[config.mk]
export PLATFORM = sky130hd
export DESIGN_NAME = branch_resolve_flat
export DESIGN_NICKNAME = d
export VERILOG_FILES = /design/src/rtl/branch_resolve_if.sv /design/src/rtl/branch_resolve.sv /design/src/flat_wrapper.sv
export SDC_FILE = /design/constraint.sdc
export NUM_CORES = 1
export LEC_CHECK = 0
export CAP_MARGIN = 5
export CORE_ASPECT_RATIO = 0.5
export CORE_MARGIN = 4
export CORE_UTILIZATION = 40
export DETAILED_ROUTE_END_ITERATION = 8
export PLACE_DENSITY = 0.71
export SLEW_MARGIN = 10
export SYNTH_ARGS = -nofsm -noshare
export SYNTH_HDL_FRONTEND = slang
export SYNTH_SLANG_ARGS = --single-unit
[constraint.sdc]
create_clock -name clock -period 6.88 [get_ports clock]
set_input_delay 0.688 -clock clock [delete_from_list [all_inputs] [get_ports clock]]
set_output_delay 0.688 -clock clock [all_outputs]
set_load 0.03 [all_outputs]
[src/rtl/branch_resolve_if.sv]
// Decode-side request, result and redirect signals of the branch resolution unit.
interface branch_resolve_if #(
  parameter int CNT_W = 16
);
  logic             in_valid;
  logic             in_ready;
  logic [1:0]       in_op;
  logic [31:0]      in_a;
  logic [31:0]      in_b;
  logic [31:0]      in_pc;
  logic [31:0]      in_imm;
  logic             in_pred_taken;
  logic             out_valid;
  logic             out_ready;
  logic             out_taken;
  logic [31:0]      out_target;
  logic             redirect;
  logic [31:0]      redirect_pc;
  logic [CNT_W-1:0] mispredict_count;

  modport master (
    output in_valid, in_op, in_a, in_b, in_pc, in_imm, in_pred_taken, out_ready,
    input  in_ready, out_valid, out_taken, out_target, redirect, redirect_pc,
           mispredict_count
  );

  modport slave (
    input  in_valid, in_op, in_a, in_b, in_pc, in_imm, in_pred_taken, out_ready,
    output in_ready, out_valid, out_taken, out_target, redirect, redirect_pc,
           mispredict_count
  );
endinterface

[src/rtl/branch_resolve.sv]
// Two-stage branch resolution: S1 holds operands, S2 holds the resolved result;
// a mispredict leaving S2 redirects fetch and squashes the younger entry in S1.
module branch_resolve #(
  parameter int CNT_W = 16
) (
  input logic             clock,
  input logic             reset_n,
  branch_resolve_if.slave bus
);

  typedef enum logic [1:0] {
    OP_BEQ = 2'd0,
    OP_BNE = 2'd1,
    OP_BLT = 2'd2,
    OP_JMP = 2'd3
  } op_e;

  logic        s1_valid;
  op_e         s1_op;
  logic [31:0] s1_a, s1_b, s1_pc, s1_imm;
  logic        s1_pred;

  logic        s2_valid, s2_taken, s2_mis;
  logic [31:0] s2_target, s2_next_pc;

  logic [CNT_W-1:0] cnt;

  logic        fire, squash, s2_free, s1_adv, rdy, accept;
  logic        eq, lt, taken;
  logic [31:0] target, fallthrough;

  always_comb begin
    fire    = s2_valid & bus.out_ready;
    squash  = fire & s2_mis;
    s2_free = !s2_valid | bus.out_ready;
    // The squashed S1 entry is on the wrong path, so it must not move into S2.
    s1_adv  = s1_valid & s2_free & !squash;
    rdy     = (!s1_valid | s1_adv) & !squash;
    accept  = bus.in_valid & rdy;
  end

  always_comb begin
    eq          = &(s1_a ~^ s1_b);
    lt          = $signed(s1_a) < $signed(s1_b);
    fallthrough = s1_pc + 32'd1;
    target      = s1_pc + 32'd1 + s1_imm;
    taken       = 1'b1;
    unique case (s1_op)
      OP_BEQ:  taken = eq;
      OP_BNE:  taken = !eq;
      OP_BLT:  taken = lt;
      OP_JMP:  taken = 1'b1;
      default: taken = 1'b1;
    endcase
  end

  always_ff @(posedge clock or negedge reset_n) begin
    if (!reset_n) begin
      s1_valid <= 1'b0;
      s1_op    <= OP_BEQ;
      s1_a     <= '0;
      s1_b     <= '0;
      s1_pc    <= '0;
      s1_imm   <= '0;
      s1_pred  <= 1'b0;
    end else if (squash) begin
      s1_valid <= 1'b0;
    end else if (accept) begin
      s1_valid <= 1'b1;
      s1_op    <= op_e'(bus.in_op);
      s1_a     <= bus.in_a;
      s1_b     <= bus.in_b;
      s1_pc    <= bus.in_pc;
      s1_imm   <= bus.in_imm;
      s1_pred  <= bus.in_pred_taken;
    end else if (s1_adv) begin
      s1_valid <= 1'b0;
    end
  end

  // S2 fields only load on advance so they stay frozen under backpressure.
  always_ff @(posedge clock or negedge reset_n) begin
    if (!reset_n) begin
      s2_valid   <= 1'b0;
      s2_taken   <= 1'b0;
      s2_mis     <= 1'b0;
      s2_target  <= '0;
      s2_next_pc <= '0;
    end else if (s2_free) begin
      s2_valid <= s1_adv;
      if (s1_adv) begin
        s2_taken   <= taken;
        s2_mis     <= taken ^ s1_pred;
        s2_target  <= target;
        s2_next_pc <= taken ? target : fallthrough;
      end
    end
  end

  always_ff @(posedge clock or negedge reset_n) begin
    if (!reset_n) begin
      cnt <= '0;
    end else if (squash && cnt != '1) begin
      cnt <= cnt + 1'b1;
    end
  end

  assign bus.in_ready         = rdy;
  assign bus.out_valid        = s2_valid;
  assign bus.out_taken        = s2_taken;
  assign bus.out_target       = s2_target;
  assign bus.redirect         = squash;
  assign bus.redirect_pc      = s2_next_pc;
  assign bus.mispredict_count = cnt;

endmodule

[src/flat_wrapper.sv]
// flat-port wrapper written by rule: the top's interface ports become plain ports
module branch_resolve_flat 
#(
  parameter int CNT_W = 16
)
  (clock, reset_n, bus_in_valid, bus_in_op, bus_in_a, bus_in_b, bus_in_pc, bus_in_imm, bus_in_pred_taken, bus_out_ready, bus_in_ready, bus_out_valid, bus_out_taken, bus_out_target, bus_redirect, bus_redirect_pc, bus_mispredict_count);
  branch_resolve_if #(.CNT_W(CNT_W)) bus_i ();
  input logic clock;
  input logic reset_n;
  input wire logic [$bits(bus_i.in_valid)-1:0] bus_in_valid;
  input wire logic [$bits(bus_i.in_op)-1:0] bus_in_op;
  input wire logic [$bits(bus_i.in_a)-1:0] bus_in_a;
  input wire logic [$bits(bus_i.in_b)-1:0] bus_in_b;
  input wire logic [$bits(bus_i.in_pc)-1:0] bus_in_pc;
  input wire logic [$bits(bus_i.in_imm)-1:0] bus_in_imm;
  input wire logic [$bits(bus_i.in_pred_taken)-1:0] bus_in_pred_taken;
  input wire logic [$bits(bus_i.out_ready)-1:0] bus_out_ready;
  output wire logic [$bits(bus_i.in_ready)-1:0] bus_in_ready;
  output wire logic [$bits(bus_i.out_valid)-1:0] bus_out_valid;
  output wire logic [$bits(bus_i.out_taken)-1:0] bus_out_taken;
  output wire logic [$bits(bus_i.out_target)-1:0] bus_out_target;
  output wire logic [$bits(bus_i.redirect)-1:0] bus_redirect;
  output wire logic [$bits(bus_i.redirect_pc)-1:0] bus_redirect_pc;
  output wire logic [$bits(bus_i.mispredict_count)-1:0] bus_mispredict_count;
  assign bus_i.in_valid = bus_in_valid;
  assign bus_i.in_op = bus_in_op;
  assign bus_i.in_a = bus_in_a;
  assign bus_i.in_b = bus_in_b;
  assign bus_i.in_pc = bus_in_pc;
  assign bus_i.in_imm = bus_in_imm;
  assign bus_i.in_pred_taken = bus_in_pred_taken;
  assign bus_i.out_ready = bus_out_ready;
  assign bus_in_ready = bus_i.in_ready;
  assign bus_out_valid = bus_i.out_valid;
  assign bus_out_taken = bus_i.out_taken;
  assign bus_out_target = bus_i.out_target;
  assign bus_redirect = bus_i.redirect;
  assign bus_redirect_pc = bus_i.redirect_pc;
  assign bus_mispredict_count = bus_i.mispredict_count;
  branch_resolve #(.CNT_W(CNT_W)) u_core (.clock(clock), .reset_n(reset_n), .bus(bus_i));
endmodule
== Word level (Yosys, flattened, before mapping) ==
Cells that the tools add are included.
Operators by class
  $add $sub $neg: 3
  order comparisons: 1
  equal/unequal tests: 4
  mux-type cells: 5
  bitwise logic cells: 11
  reduce and logical (&&, ||, !) cells: 10
Operators by type and width (count)
  32-bit by 1-bit adder with 32-bit output, second input constant: 1
  32-bit adder: 1
  32-bit < comparator: 1
  32-bit two-way mux: 1
  32-bit AND reduction: 1
  32-bit XNOR: 1
  16-bit by 1-bit adder with 16-bit output, second input constant: 1
  16-bit != test, second input constant: 1
  1-bit AND: 6
  2-bit == test, second input constant: 2
  1-bit zero test: 4
  1-bit case mux with 4 select lines: 1
  2-bit AND reduction: 2
  1-bit two-way mux: 3
  3-bit nonzero test: 1
  2-bit by 1-bit == test with 1-bit output, second input constant: 1
  2-bit zero test: 1
  1-bit bitwise OR: 2
  1-bit logical AND: 1
  1-bit NOT: 1
  1-bit XOR: 1
Word-level totals
  register bits: 215
  bits of input ports: 135
  output and inout port bits: 84
  logic and storage cells: 47

== Depth between registers and ports, before layout ==
  depth in word-level cells: 9
  depth in mapped cells: 17
  gate-level depth less buffers: 17

== Worst setup path after synthesis ==
No wires, ideal clock.
  path kind: reg2reg
  start point: register u_core.s1_pc[2]
  end point: register u_core.s2_next_pc[28] (netlist: u_core.bus.redirect_pc[28])
  arrival: 3.337 ns
  required time: 6.749 ns
  slack: 3.412 ns
  cell stages (with the launch flop): 16
  path buffers: 0
  period minus slack after synthesis: 3.468 ns
  cell sequence: dfrtp_1 -> nand4_1 -> nor2_1 -> nand3_1 -> or3_1 -> xnor2_1 -> ha_1 -> a21oi_1 -> o21ai_0 -> a221oi_1 -> o21ai_0 -> a31oi_1 -> nor2_1 -> a2111oi_2 -> xor2_1 -> o211ai_1
Between the ends
  word-level cells in the longest chain between the ends: 3
RTL lines
  start: declaration: line branch_resolve.sv:20  | logic [31:0] s1_a, s1_b, s1_pc, s1_imm;
  start signal: assignment: line branch_resolve.sv:73  | s1_pc <= bus.in_pc;
  32-bit by 1-bit adder with 32-bit output *: line branch_resolve.sv:45, branch_resolve.sv:46
  32-bit adder: line branch_resolve.sv:46  | target = s1_pc + 32'd1 + s1_imm;
  32-bit two-way mux *: line branch_resolve.sv:95  | s2_next_pc <= taken ? target : fallthrough;
  end signal: assignment: line branch_resolve.sv:95
  end: declaration: line branch_resolve.sv:24  | logic [31:0] s2_target, s2_next_pc;
Mark *: on every way between the ends. The rest lies on a longest branch, timed or not.
A chain may end at the register's enable or synchronous reset.

== Worst setup path in the final report ==
  start point: register u_core.s1_pc[2]
  end point: register u_core.s2_next_pc[24] (netlist: u_core.bus.redirect_pc[24])
Same word-level chain as after synthesis.

==> results_dict.tcl <==
set metrics [dict create \
    routabilityCongestion 0.891 \
    drcViolationCount 0 \
    drv_slew 0 \
    end_kind "register" \
    ys.flop_type "dfrtp_1" \
    yosysSeqAreaShare 0.471 \
    rr_startpoint "u_core.s1_pc[2]$_DFFE_PN0P_" \
    groute.usage.overall 0.188 \
    grt_max_degree 138 \
    p_per_area_nw_per_um2 491 \
    drtIter0Drc 525 \
    routed_wl_um 29700 \
    numCtsBuffers 22 \
    pre_cts_ws_ps 2710 \
    core_um2 27900 \
    clock.fmax_mhz 237 \
    netlist_instances 1075 \
    drt-pass1-iter-count 5 \
    path_max_fanout 6 \
    fp.dieW_um 247 \
    grt_pass1_vias 9258 \
    async_flop_share 1.00 \
    p_clk_frac 0.175 \
    fp.dieH_um 128 \
    synth_top_area_frac 0.471 \
    antenna_left 0 \
    path_buf_inv 0 \
    clock_sinks 215 \
    layout-drive-gt1-share 0.148 \
    cp_top_family "compound AO/OA/AOI/OAI gates" \
    comb_power_share 0.531 \
    synth_top_cells_by_count "215 x dfrtp_1, 133 x mux2_2, 133 x nand2_1" \
    crit_chain "nand4_1 > nor2_1 > nand3_1 > or3_1 > xnor2_1 > ha_1 > a21oi_1 > nor2_1 > a211oi_1 > a21oi_1 > o31ai_1 > o211ai_1 > a31oi_1 > xor2_1 > o21ai_0" \
    cts_root_buffer "clkbuf_16" \
    yosysTopAreaCell "dfrtp_1" \
    hold_path.class "in2async" \
    post-dp-hpwl_um 22200 \
    grt_first_pass_wirelength_um 48100 \
    synth.most_common_cell "dfrtp_1" \
    yosys_warnings 0 \
    p_leak_nw 6.51 \
    avgSynthCellArea_um2 10.6 \
    irDropWorstVdd_uv 170 \
    syn_to_final_growth_pct 29.0 \
    cts_max_level 1 \
    max_slew_margin 0.299 \
    insertion_delay_ps 530 \
    syn_nets 1283 \
    power.share.sequential 0.295 \
    fin_skew_ps 29.2 \
    rows 43 \
    cts_setup_buffers 0 \
    slowest_stage "dfrtp_1" \
    die-area_um2 31500 \
    setup_viol 0 \
    start_util 0.409 \
    status "completed" \
    postLayoutCoreUtil 0.528 \
    antenna_found_initial 0 \
    yosys-top-cells-area "dfrtp_1 47%, mux2_2 13%, ha_1 7.9%" \
    p_int_w 0.00416 \
    post_cts_resized 0 \
    layout_setup_ws_ps 2670 \
    grt_overflow_total 0 \
    via_count 8772 \
    fin_tns_setup_ps 0 \
    place_area_um2 14000 \
    start_kind "register" \
    fillCellCount 2450 \
    hold_buffers 0 \
    nets 1494 \
    period_share 0.612 \
    grt_setup_unrepaired "false" \
    crit_arrival_ps 4600 \
    required_ps 7270 \
    boundaryPins 219 \
    hold_violations 0 \
    synth_edf_count 0 \
    clk_pin_slew_ps 60 \
    critPathKind "reg2reg" \
    timing.hold.ws_ps 312 \
    swShare 0.425 \
    min_period_ps 4210 \
    cap_violations 0 \
    viasPerCell 5.21 \
    n_antenna_cell 0 \
    p_switching_w 0.00308 \
    synth_cell_type_count 54 \
    cts.path.max_buffers 3 \
    cts_tree "yes" \
    slowest_delay_ps 430 \
    tightest_slew_ps 1050 \
    crit_start "u_core.s1_pc[2]$_DFFE_PN0P_" \
    wl_per_cell_um 17.6 \
    yosys_register_bits 215 \
    syn_area_um2 11400 \
    finalInstanceArea_um2 14700 \
    io_buffers 218 \
]
## power groups by stage
stage	registers (W)	logic, W	clock network (W)
4_1_cts	0.00213	0.00386	0.00130
3_5_place_dp	0.00215	0.00382	0
3_3_place_gp	0.00213	0.00374	0
2_1_floorplan	0.00243	0.00234	0
6_report	0.00213	0.00384	0.00126
5_1_grt	0.00219	0.00424	0.00135
## cell usage in the layout, fill, tap and decap left out, types with 3 or more instances in the layout
master,count
a21o_1,21
a21oi_1,59
a31oi_1,16
and2_1,8
and3_1,17
buf_4,5
clkbuf_16,23
clkbuf_8,5
clkdlybuf4s50_1,217
clkinv_2,5
dfrtp_1,215
ha_1,72
inv_1,46
mux2_2,133
mux2i_1,8
nand2_1,131
nand2b_1,6
nand3_1,28
nand4_1,18
nor2_1,52
nor2b_1,3
nor3_1,4
o211ai_1,5
o21a_1,9
o21ai_0,58
o21ai_1,10
o31a_1,3
o31ai_1,3
or2b_1,4
xnor2_1,40
xor2_1,36
## sequential cells by signal (all words and copies together), names as in the netlist
| signal | cells |
|---|---|
| u_core.s1_a | 32 |
| u_core.s1_pc | 32 |
| u_core.bus.redirect_pc | 32 |
| u_core.s1_pred | 1 |
| u_core.s2_mis | 1 |
| u_core.bus.out_target | 32 |
| u_core.s1_b | 32 |
| u_core.s1_imm | 32 |
| u_core.s1_valid | 1 |
| u_core.s1_op | 2 |
| u_core.bus.mispredict_count | 16 |
| u_core.bus.out_valid | 1 |
| u_core.bus.out_taken | 1 |
## area by class of cell
type	instances	area (um2)	share of cell area
flip-flops and latches	215	5380	0.365
well taps	382	478	0.0324
inverters	46	173	0.0117
repair buffers	223	2220	0.151
clock inverters	11	120	0.00815
clock buffers	29	648	0.0440
multi-input cells	778	5720	0.388
## per-layer routing
metal | share of wire | up-vias | global-route usage
li1 | - | 4184 | -
met1 | 0.42 | 4341 | 0.237
met2 | 0.51 | 190 | 0.339
met3 | 0.041 | 57 | 0.0306
met4 | 0.027 | 0 | 0.0487
met5 | 0 | - | 0
## metrics by stage
stage	power, W	std cells
detailed placement	0.00597	1644
floorplan	0.00477	1075
global route	0.00778	1684
CTS	0.00729	1684
global placement	0.00587	1644
finish	0.00723	1684
## path summary, 6_finish.rpt
check	cells past startpoint	slack, ps	endpoint
min	1	310	u_core.s1_a[23]$_DFFE_PN0P_
min reg2reg	2	470	u_core.bus.out_target[16]$_DFFE_PN0P_
max reg2reg	15	2670	u_core.bus.redirect_pc[24]$_DFFE_PN0P_
max	15	2670	u_core.bus.redirect_pc[24]$_DFFE_PN0P_
min in group clock	2	470	u_core.bus.out_target[16]$_DFFE_PN0P_
max in group asynchronous	2	4950	u_core.bus.redirect_pc[27]$_DFFE_PN0P_
## cells by family (layout without fill, tap and decap cells)
kind of cell             Yosys count  count (layout)  synth area share
AND/OR/NAND/NOR                  286             286             0.115
flip-flops                       215             215             0.471
AO/OA/AOI/OAI                    202             202             0.107
multiplexers                     141             141             0.138
buffers and inverters             82             309            0.0301
XOR/XNOR                          76              76            0.0582
adder cells (fa/ha/maj)           73              73            0.0806
Note: power is estimated with default switching activity, not from simulation.
